$ cat config.mk
export PLATFORM = sky130hd
export DESIGN_NAME = rle1_dec
export DESIGN_NICKNAME = d
export VERILOG_FILES = /design/src/rtl/rle1_pkg.sv /design/src/rtl/rle1_dec.sv
export SDC_FILE = /design/constraint.sdc
export NUM_CORES = 1
export LEC_CHECK = 0
export CORE_AREA = 8 8 45 47
export DETAILED_ROUTE_END_ITERATION = 10
export DIE_AREA = 0 0 53 55
export PLACE_DENSITY = 0.7
export SLEW_MARGIN = 40
export SYNTH_ARGS = -nofsm -noshare
export SYNTH_HDL_FRONTEND = slang
export SYNTH_SLANG_ARGS = --single-unit
$ cat constraint.sdc
create_clock -name clk -period 2.1 [get_ports clk]
set_clock_uncertainty 0.2 [all_clocks]
set_input_delay 0.42 -clock clk [delete_from_list [all_inputs] [get_ports clk]]
set_output_delay 0.42 -clock clk [all_outputs]
set_load 0.02 [all_outputs]
$ cat src/rtl/rle1_pkg.sv
// Shared definitions for the 1-bit run-length codec: field widths, packed-pair
// bit positions and the decoder FSM state type.
package rle1_pkg;

  localparam int COUNT_W   = 4;
  localparam int SYM_W     = 1;
  localparam int SYM_BIT   = 0;
  localparam int COUNT_LSB = SYM_BIT + SYM_W;
  localparam int LAST_BIT  = COUNT_LSB + COUNT_W;

  typedef enum logic {
    IDLE = 1'b0,
    EMIT = 1'b1
  } state_t;

endpackage

$ cat src/rtl/rle1_dec.sv
// Run-length decoder: expands {last, count, symbol} pairs into a stream of
// symbols, one per cycle, with last marking the final symbol of a flagged pair.
module rle1_dec #(
  parameter int COUNT_W = rle1_pkg::COUNT_W,
  parameter int SYM_W   = rle1_pkg::SYM_W
) (
  input  logic                       clk,
  input  logic                       reset,
  input  logic [COUNT_W+SYM_W:0]     rle1__input_r,
  input  logic                       rle1__input_r_vld,
  output logic                       rle1__input_r_rdy,
  output logic [SYM_W:0]             rle1__output_s,
  output logic                       rle1__output_s_vld,
  input  logic                       rle1__output_s_rdy
);

  import rle1_pkg::*;

  state_t               state;
  state_t               next_state;
  logic [COUNT_W-1:0]   remaining;
  logic [SYM_W-1:0]     sym;
  logic                 last;

  logic [COUNT_W-1:0]   in_count;
  logic [SYM_W-1:0]     in_sym;
  logic                 in_last;
  logic                 in_xfer;
  logic                 out_xfer;
  logic                 load;
  logic                 final_sym;

  assign in_sym    = rle1__input_r[SYM_W-1:0];
  assign in_count  = rle1__input_r[SYM_W +: COUNT_W];
  assign in_last   = rle1__input_r[COUNT_W+SYM_W];

  assign in_xfer   = rle1__input_r_vld & rle1__input_r_rdy;
  assign out_xfer  = rle1__output_s_vld & rle1__output_s_rdy;
  assign load      = in_xfer & (in_count != '0);
  assign final_sym = (remaining == COUNT_W'(1));

  always_ff @(posedge clk or negedge reset) begin
    if (!reset) begin
      state <= IDLE;
    end else begin
      state <= next_state;
    end
  end

  // A zero-count pair is consumed without leaving IDLE; in EMIT an input can
  // only transfer together with the final output symbol.
  always_comb begin
    next_state = state;
    case (state)
      IDLE: begin
        if (load) next_state = EMIT;
      end
      EMIT: begin
        if (out_xfer && final_sym) next_state = load ? EMIT : IDLE;
      end
      default: next_state = IDLE;
    endcase
  end

  // Ready in IDLE is gated by reset so it stays low while reset is held.
  always_comb begin
    rle1__input_r_rdy  = 1'b0;
    rle1__output_s_vld = 1'b0;
    rle1__output_s     = '0;
    case (state)
      IDLE: begin
        rle1__input_r_rdy = reset;
      end
      EMIT: begin
        rle1__input_r_rdy  = final_sym & rle1__output_s_rdy;
        rle1__output_s_vld = 1'b1;
        rle1__output_s     = {last & final_sym, sym};
      end
      default: begin
        rle1__input_r_rdy = 1'b0;
      end
    endcase
  end

  always_ff @(posedge clk or negedge reset) begin
    if (!reset) begin
      remaining <= '0;
      sym       <= '0;
      last      <= 1'b0;
    end else if (load) begin
      remaining <= in_count;
      sym       <= in_sym;
      last      <= in_last;
    end else if (out_xfer) begin
      if (final_sym) begin
        remaining <= '0;
        last      <= 1'b0;
      end else begin
        remaining <= remaining - COUNT_W'(1);
      end
    end
  end

endmodule
==> metrics <==
width of the die=53 um; Yosys warning total=0; Power Dens Cells=1291 nW/um2; Site Rows=14; htree depth=1; Placeable Area=1384 um2; metal3 WL=73 um; slowest stage cell, crit path=dfrtp_1; clk buf depth=2; dpl cells=84; syn_nets=54; CP max FO=2; input/output buffers=13; Final setup violation count=1; Final Hold Fails=0; cts bufs inserted=3; failing checks=setup timing; CP Launch Point=remaining[1]; Cell Area, Synth=447.9 um2; Worst setup SP type=register; GPL Wtd Cong=0.7726; top-area cell type share of the netlist area=0.3911; DR WL met2=690 um; Crit Path Class=register to output pin; Max stage delay on crit path=0.40 ns; DRC Markers=0; Pleak=0.3540 nW; TritonCTS clock tree=done; CP arrival=1.53 ns; Global Route Usage Sum=0.09989; Vias/cell=5.022; first-pass GRT wire length=2.083 mm; DR iter-0 viols=11; most common cell after layout, fill and taps aside=buf_4; dpl ws=-0.3034 ns; Area Growth Syn to Fin=66.48%; Seq cells post-synth=7; worst rel slew slack=0.8273; Yosys top cell by area=dfrtp_1; via count=447; cts hold-fix bufs=0; status=finished with violations; Final ANT Viol Nets=0; wire per inst=14.44 um; CTS root buf=clkbuf_4; # diodes=0; Met1 Wirelength=521 um; largest net degree at the start of global routing=8; register area=176.4 um2; clk sinks=7; Starting Density=0.3237; die height=55 um; Worst-Skew Late Latency=0.25 ns; clk slew on worst S/H paths=0.06 ns; die area=2915 um2; synth unique cells=23; worst-path cell chain=inv_2, ha_4, or3b_4, o22ai_4, buf_6; unrepaired setup endpoints after global routing=true; layout filler cell count=128; minimum clock period=2.148 ns; final net count=86; total grt overflow=0; reg2reg end=sym; fin cells=89; I/O pin count=14; vias in the first global route=483; FMAX=465.5 MHz; Req. time, crit path=1.48 ns; max-cap viol count=0; Power Total=0.9628 mW; Multi-input gate area=270.3 um2; Crit Reg-Reg Startpoint=remaining[1]; Max IR drop VDD=0.6934 mV; DR top layer=met3; Seq/Total Area, Yosys=0.3911; drt pass-1 iters=4; HP Class=input port to asynchronous set/reset pin; most frequent cells in the layout=buf_4 (15), clkdlybuf4s50_1 (10), dfrtp_1 (6); worst setup margin=-0.04836 ns; crit path to=rle1__input_r_rdy; Synth Instances=42; worst reg-to-reg setup slack=0.01 ns; DRT Wirelength=1.285 mm; Worst Max-Slew Pin Slew=0.2590 ns; Final period util=1.023; Worst Reg-to-Reg Cells=7; fraction of layout cells with a size suffix above 1=0.4247; Final Util=0.5389; setup TNS=-0.04836 ns; CP endpoint kind=output pin; Detail Placement HPWL=1.044 mm; Max Slew Vio Count=0; post-synthesis average cell area=10.67 um2; Synth area leaders=dfrtp_1 (39%), a221o_1 (6.7%), mux2_4 (6.7%), ha_1 (5.6%), o22ai_4 (4.5%); initial antenna violation count=0
==> state kept, by name, summed over array words and instances (netlist names) <==
signal / cells
last: 1
remaining: 4
state: 1
sym: 1
==> final cells by class <==
cell class                 instances  area share
timing repair buffer              28      0.3238
clock buffer                       4     0.03523
tap                               16     0.02685
multi-input combinational         31      0.3624
inverter                           3     0.01510
sequential                         7      0.2366
==> Yosys cell counts <==
| library cell | instances |
|---|---|
| dfrtp_1 | 7 |
| nand2_1 | 5 |
| a221o_1 | 3 |
| and2_1 | 3 |
| inv_1 | 3 |
| ha_1 | 2 |
| mux2_4 | 2 |
| o21ai_0 | 2 |
| a21o_2 | 1 |
| a21oi_1 | 1 |
| a31o_2 | 1 |
| and3_1 | 1 |
| buf_6 | 1 |
| nand3_1 | 1 |
| nand3b_1 | 1 |
| nand4b_1 | 1 |
| nor3_1 | 1 |
| nor3b_1 | 1 |
| nor4_1 | 1 |
| o22ai_4 | 1 |
| o41a_1 | 1 |
| or3_1 | 1 |
| or3b_4 | 1 |
==> where the power goes <==
part           leakage [nW]  total, mW  internal (mW)  switching, mW
clock                0.0150      0.123         0.0725         0.0502
sequential           0.0836      0.269          0.203         0.0662
combinational         0.255      0.571          0.342          0.229
==> metal layers <==
layer  vias to the layer above  global-route usage
li1                        218                   -
met1                       216              0.1062
met2                        13              0.1699
met3                         0             0.05348
met4                         0             0.02586
met5                         -                   0
==> logic make-up (layout without fill, tap and decap cells) <==
family / Yosys count / in the layout / share of synthesized area
flip-flops: 7 / 7 / 0.3911
multiplexers: 2 / 2 / 0.06704
AND/OR/NAND/NOR: 17 / 17 / 0.2263
buffers and inverters: 4 / 35 / 0.05028
adder cells (fa/ha/maj): 2 / 2 / 0.05586
AO/OA/AOI/OAI: 10 / 10 / 0.2095
==> per-stage QoR <==
step / hold slack [ns] / area [um2]
2_1_floorplan: -0.07559 / 447.9
3_3_place_gp: 0.2825 / 691.9
3_5_place_dp: 0.2888 / 691.9
4_1_cts: 0.3020 / 749.5
5_1_grt: 0.3131 / 745.7
6_report: 0.3026 / 745.7
==> timing repair <==
| action | CTS | global route |
|---|---|---|
| setup buffers | 1 | 0 |
| setup endpoints to repair | 7 | 5 |
| endpoints found under the hold margin | 0 | 0 |
| pin swaps | 1 | 0 |
| gates resized for setup | 16 | 2 |
==> worst min-delay path by stage <==
stage | slack, ns | startpoint | cells after the start | endpoint
after floorplan | -0.08 | reset | 0 | last
after global placement | 0.28 | sym | 1 | sym
after detailed placement | 0.29 | sym | 1 | sym
final | 0.30 | reset | 2 | remaining[0]
after global routing | 0.31 | reset | 2 | remaining[0]
after CTS | 0.30 | reset | 2 | remaining[0]
==> worst max-delay path: cells and delay by family, from the launching register on <==
| kind | cells | cell delay (ns) |
|---|---|---|
| flops | 1 | 0.40 |
| simple gates | 1 | 0.39 |
| buf+inv | 2 | 0.22 |
| fa+ha+maj | 1 | 0.13 |
| compound gates | 1 | 0.13 |
No activity file was read; power rests on OpenSTA's default activity.
